### src/rtl/clint_mh_apb_if.sv
// APB slave bus bundle for the multi-hart CLINT.
// Signals:
//   PSEL, PENABLE, PWRITE  transfer control (master -> slave)
//   PADDR [15:0]           byte address within the CLINT
//   PWDATA, PSTRB          write data and byte-lane strobes (master -> slave)
//   PRDATA                 read data (slave -> master)
//   PREADY, PSLVERR        completion and error response (slave -> master)
interface clint_mh_apb_if #(
  parameter int unsigned XLEN = 64
);
  logic              PSEL;
  logic              PENABLE;
  logic              PWRITE;
  logic [15:0]       PADDR;
  logic [XLEN-1:0]   PWDATA;
  logic [XLEN/8-1:0] PSTRB;
  logic [XLEN-1:0]   PRDATA;
  logic              PREADY;
  logic              PSLVERR;

  modport master (
    output PSEL, PENABLE, PWRITE, PADDR, PWDATA, PSTRB,
    input  PRDATA, PREADY, PSLVERR
  );

  modport slave (
    input  PSEL, PENABLE, PWRITE, PADDR, PWDATA, PSTRB,
    output PRDATA, PREADY, PSLVERR
  );
endinterface

### src/rtl/clint_mh_apb.sv
// Multi-hart Core-Local Interruptor on APB.
// One shared 64-bit MTIME advanced by a tick prescaler, plus per-hart MSIP and MTIMECMP.
// Ports:
//   PCLK       APB/timer clock
//   PRESETn    asynchronous active-low reset
//   apb        APB slave bus (zero wait states, PSLVERR on unmapped access)
//   MTIME      current time
//   MSwInt     per-hart machine software interrupt (MSIP bit)
//   MTimerInt  per-hart machine timer interrupt (MTIME >= MTIMECMP)
// Map: 0x0000+4h MSIP[h], 0x4000+8h MTIMECMP[h], 0xBFF8 MTIME (+4 high half on XLEN=32).
module clint_mh_apb #(
  parameter int unsigned XLEN    = 64,
  parameter int unsigned NHARTS  = 1,
  parameter int unsigned TICKDIV = 1
) (
  input  logic              PCLK,
  input  logic              PRESETn,
  clint_mh_apb_if.slave     apb,
  output logic [63:0]       MTIME,
  output logic [NHARTS-1:0] MSwInt,
  output logic [NHARTS-1:0] MTimerInt
);
  localparam int unsigned NB        = XLEN / 8;
  localparam bit          IS32      = (XLEN == 32);
  localparam logic [15:0] PRESC_MAX = 16'(TICKDIV - 1);

  logic [63:0]       mtime_q, mtime_d;
  logic [15:0]       presc_q, presc_d;
  logic [NHARTS-1:0] msip_q, msip_d;
  logic [63:0]       mtimecmp_q [NHARTS];
  logic [63:0]       mtimecmp_d [NHARTS];
  logic [XLEN-1:0]   prdata_q, prdata_d;
  logic              pslverr_q, pslverr_d;
  logic [31:0]       snap_q, snap_d;
  logic              snap_vld_q, snap_vld_d;

  // Address decode. MSIP slots are 4 bytes apart on either bus width, so the hart index
  // comes from PADDR[5:2]; on XLEN=64 only the low word of the bus carries the MSIP bit.
  logic [3:0] msip_idx, cmp_idx;
  logic       hit_msip, hit_cmp, hit_time, half_hi;
  logic [5:0] rshift;
  logic       setup, acc_wr, tick;
  logic       unused_paddr;

  assign msip_idx     = apb.PADDR[5:2];
  assign cmp_idx      = apb.PADDR[6:3];
  assign hit_msip     = (apb.PADDR[15:6] == 10'h000) && (32'(msip_idx) < NHARTS);
  assign hit_cmp      = (apb.PADDR[15:7] == 9'h080) && (32'(cmp_idx) < NHARTS);
  assign hit_time     = (apb.PADDR[15:3] == 13'h17FF);
  assign half_hi      = IS32 & apb.PADDR[2];
  assign rshift       = {half_hi, 5'b00000};
  assign setup        = apb.PSEL & ~apb.PENABLE;
  assign acc_wr       = apb.PSEL & apb.PENABLE & apb.PWRITE;
  assign tick         = (presc_q == PRESC_MAX);
  assign unused_paddr = ^apb.PADDR[1:0];

  // Byte strobes expanded to a bit mask and placed on the addressed 32-bit half.
  logic [XLEN-1:0] strb_bits;
  logic [63:0]     wmask, wdat;

  always_comb begin
    strb_bits = '0;
    for (int i = 0; i < NB; i++) begin
      strb_bits[i*8 +: 8] = {8{apb.PSTRB[i]}};
    end
  end

  assign wmask = 64'(strb_bits) << rshift;
  assign wdat  = 64'(apb.PWDATA) << rshift;

  // Read mux over the currently addressed register.
  logic            msip_sel;
  logic [63:0]     cmp_sel;
  logic [XLEN-1:0] rd_word;

  always_comb begin
    msip_sel = 1'b0;
    cmp_sel  = '0;
    for (int h = 0; h < NHARTS; h++) begin
      if (msip_idx == 4'(h)) msip_sel = msip_q[h];
      if (cmp_idx == 4'(h))  cmp_sel  = mtimecmp_q[h];
    end
  end

  always_comb begin
    rd_word = '0;
    if (hit_msip) begin
      rd_word = XLEN'(msip_sel);
    end else if (hit_cmp) begin
      rd_word = XLEN'(cmp_sel >> rshift);
    end else if (hit_time) begin
      if (half_hi && snap_vld_q) rd_word = XLEN'(snap_q);
      else                       rd_word = XLEN'(mtime_q >> rshift);
    end
  end

  always_comb begin
    mtime_d    = mtime_q;
    presc_d    = presc_q;
    msip_d     = msip_q;
    mtimecmp_d = mtimecmp_q;
    prdata_d   = prdata_q;
    pslverr_d  = pslverr_q;
    snap_d     = snap_q;
    snap_vld_d = snap_vld_q;

    // A bus write wins over the tick and restarts the prescaler; unwritten lanes hold.
    if (acc_wr && hit_time) begin
      mtime_d = (mtime_q & ~wmask) | (wdat & wmask);
      presc_d = '0;
    end else if (tick) begin
      mtime_d = mtime_q + 64'd1;
      presc_d = '0;
    end else begin
      presc_d = presc_q + 16'd1;
    end

    for (int h = 0; h < NHARTS; h++) begin
      if (acc_wr && hit_msip && (msip_idx == 4'(h)) && apb.PSTRB[0]) begin
        msip_d[h] = apb.PWDATA[0];
      end
      if (acc_wr && hit_cmp && (cmp_idx == 4'(h))) begin
        mtimecmp_d[h] = (mtimecmp_q[h] & ~wmask) | (wdat & wmask);
      end
    end

    // Response is captured on the setup-phase edge and held through the access phase.
    if (setup) begin
      prdata_d  = apb.PWRITE ? '0 : rd_word;
      pslverr_d = ~(hit_msip | hit_cmp | hit_time);
    end

    // Reading the low MTIME word freezes the high word so the following high read
    // pairs with it even if a carry happens in between.
    if (IS32) begin
      if (setup && !apb.PWRITE && hit_time) begin
        if (!half_hi) begin
          snap_d     = mtime_q[63:32];
          snap_vld_d = 1'b1;
        end else begin
          snap_vld_d = 1'b0;
        end
      end
      if (acc_wr && hit_time) snap_vld_d = 1'b0;
    end
  end

  always_ff @(posedge PCLK or negedge PRESETn) begin
    if (!PRESETn) begin
      mtime_q    <= '0;
      presc_q    <= '0;
      msip_q     <= '0;
      for (int h = 0; h < NHARTS; h++) mtimecmp_q[h] <= '1;
      prdata_q   <= '0;
      pslverr_q  <= 1'b0;
      snap_q     <= '0;
      snap_vld_q <= 1'b0;
    end else begin
      mtime_q    <= mtime_d;
      presc_q    <= presc_d;
      msip_q     <= msip_d;
      mtimecmp_q <= mtimecmp_d;
      prdata_q   <= prdata_d;
      pslverr_q  <= pslverr_d;
      snap_q     <= snap_d;
      snap_vld_q <= snap_vld_d;
    end
  end

  always_comb begin
    MTimerInt = '0;
    for (int h = 0; h < NHARTS; h++) begin
      MTimerInt[h] = (mtime_q >= mtimecmp_q[h]);
    end
  end

  assign MTIME       = mtime_q;
  assign MSwInt      = msip_q;
  assign apb.PRDATA  = prdata_q;
  assign apb.PREADY  = 1'b1;
  assign apb.PSLVERR = pslverr_q & apb.PSEL & apb.PENABLE;
endmodule

### src/flat_wrapper.sv
// flat-port wrapper written by rule: the top's interface ports become plain ports
module clint_mh_apb_flat 
#(
  parameter int unsigned XLEN    = 64,
  parameter int unsigned NHARTS  = 1,
  parameter int unsigned TICKDIV = 1
)
  (PCLK, PRESETn, MTIME, MSwInt, MTimerInt, apb_PSEL, apb_PENABLE, apb_PWRITE, apb_PADDR, apb_PWDATA, apb_PSTRB, apb_PRDATA, apb_PREADY, apb_PSLVERR);
  clint_mh_apb_if #(.XLEN(XLEN)) apb_i ();
  input  logic PCLK;
  input  logic PRESETn;
  output logic [63:0] MTIME;
  output logic [NHARTS-1:0] MSwInt;
  output logic [NHARTS-1:0] MTimerInt;
  input wire logic [$bits(apb_i.PSEL)-1:0] apb_PSEL;
  input wire logic [$bits(apb_i.PENABLE)-1:0] apb_PENABLE;
  input wire logic [$bits(apb_i.PWRITE)-1:0] apb_PWRITE;
  input wire logic [$bits(apb_i.PADDR)-1:0] apb_PADDR;
  input wire logic [$bits(apb_i.PWDATA)-1:0] apb_PWDATA;
  input wire logic [$bits(apb_i.PSTRB)-1:0] apb_PSTRB;
  output wire logic [$bits(apb_i.PRDATA)-1:0] apb_PRDATA;
  output wire logic [$bits(apb_i.PREADY)-1:0] apb_PREADY;
  output wire logic [$bits(apb_i.PSLVERR)-1:0] apb_PSLVERR;
  assign apb_i.PSEL = apb_PSEL;
  assign apb_i.PENABLE = apb_PENABLE;
  assign apb_i.PWRITE = apb_PWRITE;
  assign apb_i.PADDR = apb_PADDR;
  assign apb_i.PWDATA = apb_PWDATA;
  assign apb_i.PSTRB = apb_PSTRB;
  assign apb_PRDATA = apb_i.PRDATA;
  assign apb_PREADY = apb_i.PREADY;
  assign apb_PSLVERR = apb_i.PSLVERR;
  clint_mh_apb #(.XLEN(XLEN), .NHARTS(NHARTS), .TICKDIV(TICKDIV)) u_core (.PCLK(PCLK), .PRESETn(PRESETn), .apb(apb_i), .MTIME(MTIME), .MSwInt(MSwInt), .MTimerInt(MTimerInt));
endmodule
### config.mk
export PLATFORM = sky130hd
export DESIGN_NAME = clint_mh_apb_flat
export DESIGN_NICKNAME = d
export VERILOG_FILES = /design/src/rtl/clint_mh_apb_if.sv /design/src/rtl/clint_mh_apb.sv /design/src/flat_wrapper.sv
export SDC_FILE = /design/constraint.sdc
export NUM_CORES = 1
export LEC_CHECK = 0
export ABC_AREA = 1
export ABC_CLOCK_PERIOD_IN_PS = 2100
export CORE_UTILIZATION = 55
export DETAILED_ROUTE_END_ITERATION = 10
export PLACE_DENSITY = 0.82
export SLEW_MARGIN = 10
export SYNTH_ARGS = -nofsm -noshare
export SYNTH_HDL_FRONTEND = slang
export SYNTH_SLANG_ARGS = --single-unit
### constraint.sdc
create_clock -name PCLK -period 2.1 [get_ports PCLK]
set_clock_uncertainty 0.2 [all_clocks]
set_input_delay 0.315 -clock PCLK [delete_from_list [all_inputs] [get_ports PCLK]]
set_output_delay 0.315 -clock PCLK [all_outputs]
set_load 0.02 [all_outputs]
==> impl_metrics.tcl <==
set metrics [dict create \
    status "complete, but fails checks" \
    failed_checks "setup timing" \
    r2r_cells 15 \
    cts_buffers 24 \
    numClockSinks 210 \
    cts_buffer_depth 3 \
    syn_nets 2130 \
    critPathMaxStageDelay_ps 540 \
    crit_required_ps 1580 \
    worst-path-stages 15 \
    ys.warnings.count 0 \
    critPathBufInv 3 \
    globalplace.congestion 1.009 \
    avgViaCountPerCell 6.085 \
    placed_cells 2709 \
    crit_fanout 2 \
    antenna_left 0 \
    end_kind "primary output" \
    firstDrtPassIters 8 \
    grt-ovfl-total 0 \
    ys_ff_latch 210 \
    worstSetupPathType "register to primary output" \
    ios 225 \
    cts_tree "built" \
    final_cells 2791 \
    wl_um 57760 \
    clkSlewWorstSetupHoldPaths_ps 70 \
    syn_area_um2 14040 \
    grt_max_degree 66 \
    crit_end "MTimerInt" \
    layout-drive-gt1-share_pct 30.92 \
    finalWorstSetupSlack_ps -903.9 \
    antenna_found_initial 0 \
    syn-instance-count 1970 \
    cp_top_family "simple AND/OR/NAND/NOR gates" \
    cts-root-buf "clkbuf_16" \
    hp-class "input pin to async pin" \
    ys.flop_type "dfrtp_1" \
    grtUsageTotal_pct 39.23 \
    dpl.hpwl_um 37480 \
    nFillCells 1476 \
    synth_area_leaders "dfrtp_1 (26%), nand2_1 (16%), dfstp_2 (12%)" \
    period_share_pct 143.0 \
    ys_types 47 \
    synth-edff-count 0 \
    fp.dieArea_um2 26170 \
    max_freq_mhz 332.9 \
    ir_worst_vdd_uv 524.6 \
    drt_iter0_markers 2004 \
    hold_ws_ps 91.91 \
    drc 0 \
    num_rows 58 \
    finalSetupViolCount 47 \
    die_h_um 161.8 \
    crit_slowest_cell "dfstp_2" \
    nets 2604 \
    start_util_pct 55.92 \
    startpoint_type "register" \
    wl_per_cell_um 20.69 \
    tns_ps -3660 \
    async_flop_share_pct 100.0 \
    clk_latency_ps 540 \
    area_growth_pct 48.97 \
    vias 16980 \
    final_max_slew_viol_count 0 \
    ys_seq_area_share_pct 37.99 \
    port_buffers 221 \
    fp.coreArea_um2 25110 \
    synth.top_cell.area_share_pct 26.02 \
    grt_pass1_wl_um 81790 \
    worstPathCellList "inv_2, ha_4, inv_2, o21bai_1, nand2_1, nand2_1, nand2_1, nand2_2, nand2_2, nand2_2, nand2_2, nand2_4, nand2_2, nand2_2, buf_6" \
    grt_pass1_vias 15710 \
    htree_levels 1 \
    finalHoldViolCount 0 \
    synth_largest_area_cell "dfrtp_1" \
    power.leakage_nw 10.52 \
    r2r_setup_slack_ps -160 \
    p_per_area_nw_per_um2 424.7 \
    period_minus_slack_ps 3004 \
    rsz0062_at_grt "yes" \
    die_w_um 161.8 \
    insertedDiodeCount 0 \
    critPathArrivalTime_ps 2490 \
    cap_violations 0 \
    crit_top_cell "nand2_2" \
    syn_avg_cell_area_um2 7.128 \
]
==> synth_stat cells, types with 2 or more instances <==
master       n
nand2_1    603
nor2_1     266
inv_1      220
dfrtp_1    146
o21ai_0    127
nand3_1     86
a21oi_1     74
ha_1        67
dfstp_2     64
o2111ai_1   63
a21oi_2     50
clkbuf_1    31
nand4_1     22
nor2_2      17
buf_2       14
buf_6       14
nor3_1      14
o21ai_1     14
xor2_1       9
nand2_2      8
nand2_4      8
buf_4        6
inv_2        5
buf_1        3
nor2_8       3
nor3b_1      3
nor4_1       3
o21a_1       3
o21ai_2      3
and3_1       2
clkinv_1     2
nand3_2      2
o211ai_1     2
o21bai_1     2
o31ai_1      2
==> worst min-delay path by stage <==
stage / slack (ps) / to / depth (start not counted)
floorplan: -180 / async pin / 0
global placement: 80 / u_core.apb.PRDATA[33]$_DFFE_PN0P_ / 1
detailed placement: 90 / u_core.apb.PRDATA[33]$_DFFE_PN0P_ / 1
CTS: 100 / u_core.apb.PRDATA[40]$_DFFE_PN0P_ / 2
global route: 140 / u_core.apb.PRDATA[40]$_DFFE_PN0P_ / 2
finish: 90 / u_core.apb.PRDATA[40]$_DFFE_PN0P_ / 2
==> through the flow <==
step	util, %	total power [mW]	cell area (um2)	worst slack [ps]
after global routing	83.31	9.051	20920	-944.5
after global placement	73.11	4.751	18360	-858.2
final	83.31	8.884	20920	-903.9
after CTS	77.24	8.811	19390	-819.8
after floorplan	-	4.348	14040	6.478
after detailed placement	73.11	4.762	18360	-946.9
==> metal layers <==
metal	global-route usage (%)	wire [um]	up-vias
met5	0	0	-
met4	13.38	3223	0
met3	5.286	6228	340
met2	64.87	26730	1282
met1	52.87	21570	8001
li1	-	-	7359
==> power by group <==
| group | internal [mW] | switching [mW] |
|---|---|---|
| Clock | 2.36 | 1.78 |
| Sequential | 4.09 | 0.0274 |
| Combinational | 0.272 | 0.347 |
==> layout by cell type, fill, tap and decap left out, types with 8 or more instances in the layout <==
cell             netlist  layout
nand3_2                2      23
clkdlybuf4s50_1        0     154
o2111ai_1             63      63
inv_1                220     203
nor2_2                17      54
nand2_8                0      10
nor2_4                 1      40
buf_12                 0      15
buf_6                 14      35
o21ai_2                3      14
dfstp_2               64      64
nor3_1                14       9
a21oi_2               50      72
o21ai_1               14      38
ha_1                  67      48
a21oi_1               74      52
nand4_1               22      22
nor2_1               266     190
nand2_4                8      25
dfrtp_1              146     143
dlygate4sd2_1          0      63
clkbuf_16              0      26
o21ai_0              127      92
buf_4                  6     237
clkbuf_1              31      10
nand3_1               86      59
nand2_2                8      69
ha_4                   0      18
xor2_1                 9       8
inv_2                  5      19
nand2_1              603     518
==> worst reg2reg max path: stages (launching register included) <==
cell and delay (ps):
dfrtp_1 370, buf_6 110, buf_6 110, ha_4 170, nand2_4 70, nor2_4 170, buf_12 140, nand3_4 130
inv_4 100, nand2_2 60, nor2_4 110, buf_6 130, nand2_2 50, nand2_2 70, nand3_2 80, a21oi_2 140
==> final cells by class <==
class / instances / area [um2] / share of cell area [%]
Multi-Input combinational cell: 1468 / 8871 / 42.41
Tap cell: 330 / 412.9 / 1.974
Timing Repair Buffer: 513 / 4686 / 22.40
Inverter: 227 / 859.6 / 4.109
Sequential cell: 210 / 5339 / 25.52
Clock inverter: 3 / 18.77 / 0.08972
Clock buffer: 40 / 732.0 / 3.499
==> cells by family (layout without fill, tap and decap cells) <==
logic type | Yosys count | after routing | share of synthesized area (%)
simple gates | 1042 | 1045 | 30.84
compound gates | 345 | 345 | 15.63
buf+inv | 295 | 783 | 8.919
flops | 210 | 210 | 37.99
fa+ha+maj | 67 | 67 | 5.970
xor+xnor | 10 | 10 | 0.6238
other cells | 1 | 1 | 0.02671
==> timing repair <==
action | CTS | global route
gates cloned | 1 | 3
hold buffers | 1 | 0
endpoints found under the hold margin | 152 | 0
gates resized for setup | 147 | 353
endpoints found under the setup margin | 102 | 60
pin swaps | 31 | 122
buffers inserted | 8 | 30
Note: power is estimated with default switching activity, not from simulation.
